[src/rtl/dff_mem_pkg.sv]
// Shared sizes and state type for the flip-flop RAM initiator.
package dff_mem_pkg;

   localparam int unsigned ADDR_W_DEF = 4;
   localparam int unsigned DATA_W_DEF = 8;
   localparam int unsigned RAM_BYTES  = 2 ** ADDR_W_DEF;

   typedef enum logic [1:0] {
      StIdle,
      StWr,
      StRd,
      StRdOut
   } mem_master_state_t;

endpackage

[src/rtl/dff_mem_master.sv]
// Burst read/write initiator for the 16x8 flip-flop RAM. Writes stream at one
// byte per cycle; reads take one RAM-enable cycle plus one output cycle per byte.
module dff_mem_master
   import dff_mem_pkg::*;
#(
   parameter int unsigned ADDR_W = ADDR_W_DEF,
   parameter int unsigned DATA_W = DATA_W_DEF
) (
   input  logic              clk,
   input  logic              rst_n,
   input  logic              cmd_valid,
   output logic              cmd_ready,
   input  logic              cmd_write,
   input  logic [ADDR_W-1:0] cmd_addr,
   input  logic [ADDR_W-1:0] cmd_len,
   input  logic              wr_valid,
   output logic              wr_ready,
   input  logic [DATA_W-1:0] wr_data,
   output logic              rd_valid,
   input  logic              rd_ready,
   output logic [DATA_W-1:0] rd_data,
   output logic [ADDR_W-1:0] mem_addr,
   output logic [DATA_W-1:0] mem_wdata,
   input  logic [DATA_W-1:0] mem_rdata,
   output logic              mem_lr_n,
   output logic              mem_ce_n,
   output logic              busy,
   output logic              done
);

   mem_master_state_t state_q;
   logic [ADDR_W-1:0] addr_q;
   logic [ADDR_W-1:0] rem_q;

   // Handshakes are gated by rst_n so a reset cycle can never commit a RAM write.
   assign cmd_ready = rst_n && (state_q == StIdle);
   assign wr_ready  = rst_n && (state_q == StWr);
   assign busy      = (state_q != StIdle);
   assign mem_lr_n  = !(wr_ready && wr_valid);
   assign mem_ce_n  = !(rst_n && (state_q == StRd));
   assign mem_addr  = addr_q;
   assign mem_wdata = wr_ready ? wr_data : '0;

   always_ff @(posedge clk) begin
      if (!rst_n) begin
         state_q  <= StIdle;
         addr_q   <= '0;
         rem_q    <= '0;
         rd_valid <= 1'b0;
         rd_data  <= '0;
         done     <= 1'b0;
      end else begin
         done <= 1'b0;
         case (state_q)
            StIdle: begin
               if (cmd_valid) begin
                  addr_q  <= cmd_addr;
                  rem_q   <= cmd_len;
                  state_q <= cmd_write ? StWr : StRd;
               end
            end
            StWr: begin
               if (wr_valid) begin
                  if (rem_q == '0) begin
                     state_q <= StIdle;
                     done    <= 1'b1;
                  end else begin
                     addr_q <= addr_q + ADDR_W'(1);
                     rem_q  <= rem_q - ADDR_W'(1);
                  end
               end
            end
            // mem_rdata is only sampled here, so a floating bus never reaches rd_data.
            StRd: begin
               rd_data  <= mem_rdata;
               rd_valid <= 1'b1;
               state_q  <= StRdOut;
            end
            StRdOut: begin
               if (rd_ready) begin
                  rd_valid <= 1'b0;
                  if (rem_q == '0) begin
                     state_q <= StIdle;
                     done    <= 1'b1;
                  end else begin
                     addr_q  <= addr_q + ADDR_W'(1);
                     rem_q   <= rem_q - ADDR_W'(1);
                     state_q <= StRd;
                  end
               end
            end
            default: state_q <= StIdle;
         endcase
      end
   end

endmodule

[config.mk]
export PLATFORM = sky130hd
export DESIGN_NAME = dff_mem_master
export DESIGN_NICKNAME = d
export VERILOG_FILES = /design/src/rtl/dff_mem_pkg.sv /design/src/rtl/dff_mem_master.sv
export SDC_FILE = /design/constraint.sdc
export NUM_CORES = 1
export LEC_CHECK = 0
export ABC_CLOCK_PERIOD_IN_PS = 1670
export CORE_ASPECT_RATIO = 0.9
export CORE_MARGIN = 2
export CORE_UTILIZATION = 35
export DETAILED_ROUTE_END_ITERATION = 16
export MAX_ROUTING_LAYER = met4
export PLACE_DENSITY_LB_ADDON = 0.25
export SYNTH_ARGS = -nofsm -noshare
export SYNTH_HDL_FRONTEND = slang
export SYNTH_SLANG_ARGS = --single-unit
[constraint.sdc]
create_clock -name clk -period 1.67 [get_ports clk]
set_clock_uncertainty 0.05 [all_clocks]
set_input_delay 0.2505 -clock clk [delete_from_list [all_inputs] [get_ports clk]]
set_output_delay 0.2505 -clock clk [all_outputs]
set_load 0.1 [all_outputs]
==> flow_metrics.env <==
export IMPL_crit_chain="inv_2, ha_4, or3b_4, a21oi_4, buf_6, nor3_2, o221a_2"
export IMPL_min_period_ps=1690
export IMPL_synth_fa_ha_area_share_pct=2.34
export IMPL_maxSlewViolCount=0
export IMPL_synth_simple_gate_area_share_pct=28.8
export IMPL_grt_pass1_vias=1242
export IMPL_synthXorXnorAreaFrac_pct=1.64
export IMPL_synth_flop_cell="dfxtp_1"
export IMPL_start_util_pct=37.9
export IMPL_crit_path_end_kind="flop"
export IMPL_root_buffer="clkbuf_4"
export IMPL_max_stage_delay_ps=400
export IMPL_max_slew_margin_pct=72.6
export IMPL_clk_path_buf_depth=2
export IMPL_vias_per_cell=5.17
export IMPL_htreeDepth=1
export IMPL_synth_edf_count=0
export IMPL_ys_seq_area_share_pct=37.5
export IMPL_worstMarginPinSlew_ps=401
export IMPL_design_area_sq_mm=0.00223
export IMPL_synth_top_family_by_area="simple AND/OR/NAND/NOR gates"
export IMPL_post_route_period_util_pct=101
export IMPL_cts_sinks=20
export IMPL_syn_nets=165
export IMPL_setup_viol=3
export IMPL_cp_start_kind="flop"
export IMPL_arrival_ps=1860
export IMPL_syn_area_per_cell_sq_um=8.02
export IMPL_synth_area_mux_share_pct=1.88
export IMPL_hpwl_um=2850
export IMPL_synthTopCellsByArea="dfxtp_1, nand2_1, nor2b_1"
export IMPL_clock_fmax_ghz=0.593
export IMPL_final_nets=238
export IMPL_gp_congestion=0.820
export IMPL_cp_required_ps=1850
export IMPL_cts_made_buffers=3
export IMPL_drtIter0Drc=25
export IMPL_slowest_stage="or3b_4"
export IMPL_status="complete, but fails checks"
export IMPL_dp_cells=232
export IMPL_setup_worst_path_class="reg2reg"
export IMPL_path_buf_inv=2
export IMPL_place_area_sq_mm=0.00205
export IMPL_synth_cell_types=36
export IMPL_layout_drive_gt1_share_pct=43.4
export IMPL_postCtsHoldBufs=0
export IMPL_area_growth_pct=109
export IMPL_seqPwrFrac_pct=24.2
export IMPL_crit_family="simple AND/OR/NAND/NOR gates"
export IMPL_powerDensity_mw_per_mm2=1260
export IMPL_failed_checks="negative setup slack"
export IMPL_path_max_fanout=8
export IMPL_yosysWarningCount=0
export IMPL_overflow=0
export IMPL_drv_cap=0
export IMPL_synth_top_area_share_pct=37.5
export IMPL_io_buffers=56
export IMPL_clockPowerShare_pct=14.4
export IMPL_switchingPower_mw=1.27
export IMPL_yosysTopAreaCell="dfxtp_1"
export IMPL_swShare_pct=44.9
export IMPL_syn_inst=133
export IMPL_ys_ff_latch=20
export IMPL_grt_pass1_wl_um=6180
export IMPL_drt_pass1_iterations=4
export IMPL_nFillCells=184
export IMPL_final_cell_mix="clkdlybuf4s50_1, buf_12, nand2_1, buf_4, dfxtp_1"
export IMPL_mappedNetlistArea_sq_mm=0.00107
export IMPL_cts_tree="yes"
export IMPL_dieArea_sq_mm=0.00351
export IMPL_peakVddDrop_mv=1.02
export IMPL_final_common_cell="clkdlybuf4s50_1"
export IMPL_setup_slack_ps=-17.1
export IMPL_vias=1266
export IMPL_top_level_ports=57
export IMPL_wl_per_cell_um=16.1
export IMPL_antenna_found_initial=0
export IMPL_num_rows=18
export IMPL_synth_compound_area_share_pct=20.9
export IMPL_pwr_share_comb_pct=61.5
export IMPL_hold_path_class="in2reg"
export IMPL_routed_wl_um=3940
export IMPL_p_leak_nw=0.903
export IMPL_die_w_um=62.2
export IMPL_synthArstFlopShare_pct=0
export IMPL_clk_latency_ps=320
export IMPL_cts_reportedPaths_clkPinSlew_ps=120
export IMPL_core_sq_mm=0.00282
export IMPL_grt_max_degree=18
export IMPL_die_h_um=56.4
export IMPL_grt_setup_unrepaired="yes"
export IMPL_diodes=0
export IMPL_finalHoldViolations=0
export IMPL_finalNonFillerCells=245
export IMPL_drcViolationCount=0
export IMPL_internal_power_mw=1.56
export IMPL_ant_nets=0
export IMPL_grtUsageTotal_pct=23.1
## power by group through the flow
stage / logic (mW) / clock network (mW) / registers, mW
2_1_floorplan: 0.682 / 0 / 0.972
3_3_place_gp: 1.49 / 0 / 0.674
3_5_place_dp: 1.54 / 0 / 0.683
4_1_cts: 1.66 / 0.406 / 0.683
5_1_grt: 1.81 / 0.429 / 0.688
6_report: 1.74 / 0.405 / 0.681
## path summary, 6_finish.rpt
check	end	depth (start not counted)	slack, ps	from
max	mem_addr[0]	7	-20	rem_q[0]
min	done	3	380	rst_n
max reg2reg	mem_addr[0]	7	-20	rem_q[0]
min reg2reg	rd_data[0]	2	450	rd_data[0]
## cell families after synthesis
family          Yosys count
simple gates             59
compound gates           33
flops                    20
buf+inv                  15
xor+xnor                  2
mux                       2
fa+ha+maj                 2
## per-layer routing
layer / wire length, um / vias up / part of all wire [%] / global-route usage (%)
met4: 98 / 0 / 2.5 / 5.71
met5: 0 / - / 0 / -
met1: 1400 / 608 / 35 / 23.0
li1: - / 603 / - / -
met2: 2250 / 47 / 57 / 45.3
met3: 199 / 8 / 5.0 / 5.61
## worst min-delay path: stages
cell           delay [ps]
dlygate4sd2_1         280
nand2_4               120
nor3_1                 60
## cell usage after synthesis, drive strengths merged, types with 3 or more instances
cell type,n
and2,9
dfxtp,20
nor3,4
o21ai,7
clkbuf,5
buf,5
a21oi,12
nor2b,10
nor2,6
a2111oi,3
nand2,22
inv,5
## flip-flops by register name, indices dropped and copies added (netlist names)
name / flops
done: 1
mem_addr: 4
rem_q: 4
rd_valid: 1
state_q: 2
rd_data: 8
## metrics by stage
| stage | total power, mW | hold slack [ps] | TNS (ps) | utilization (%) | setup WS (ps) |
|---|---|---|---|---|---|
| after global routing | 2.92 | 389 | -304 | 79.2 | -49.3 |
| final | 2.82 | 380 | -34.9 | 79.2 | -17.1 |
| after global placement | 2.17 | 430 | -2430 | 72.9 | -262 |
| after detailed placement | 2.23 | 440 | -3220 | 72.9 | -314 |
| after floorplan | 1.65 | 337 | -3180 | - | -320 |
| after CTS | 2.74 | 385 | 0 | 77.8 | 3.85 |
## what timing repair did
item,in CTS,in global routing
buffers inserted,4,4
gates cloned,1,0
gates resized for setup,16,5
endpoints found under the setup margin,21,19
pin swaps,4,5
## layout make-up
type / count / area (sq um) / area share (%)
sequential: 20 / 413 / 18.5
tap: 40 / 50.0 / 2.24
clock inverter: 1 / 30.0 / 1.35
timing repair buffer: 77 / 1000 / 44.8
multi-input combinational: 99 / 697 / 31.2
clock buffer: 3 / 22.5 / 1.01
inverter: 5 / 18.8 / 0.841
Power figures use the tool's default switching activity.
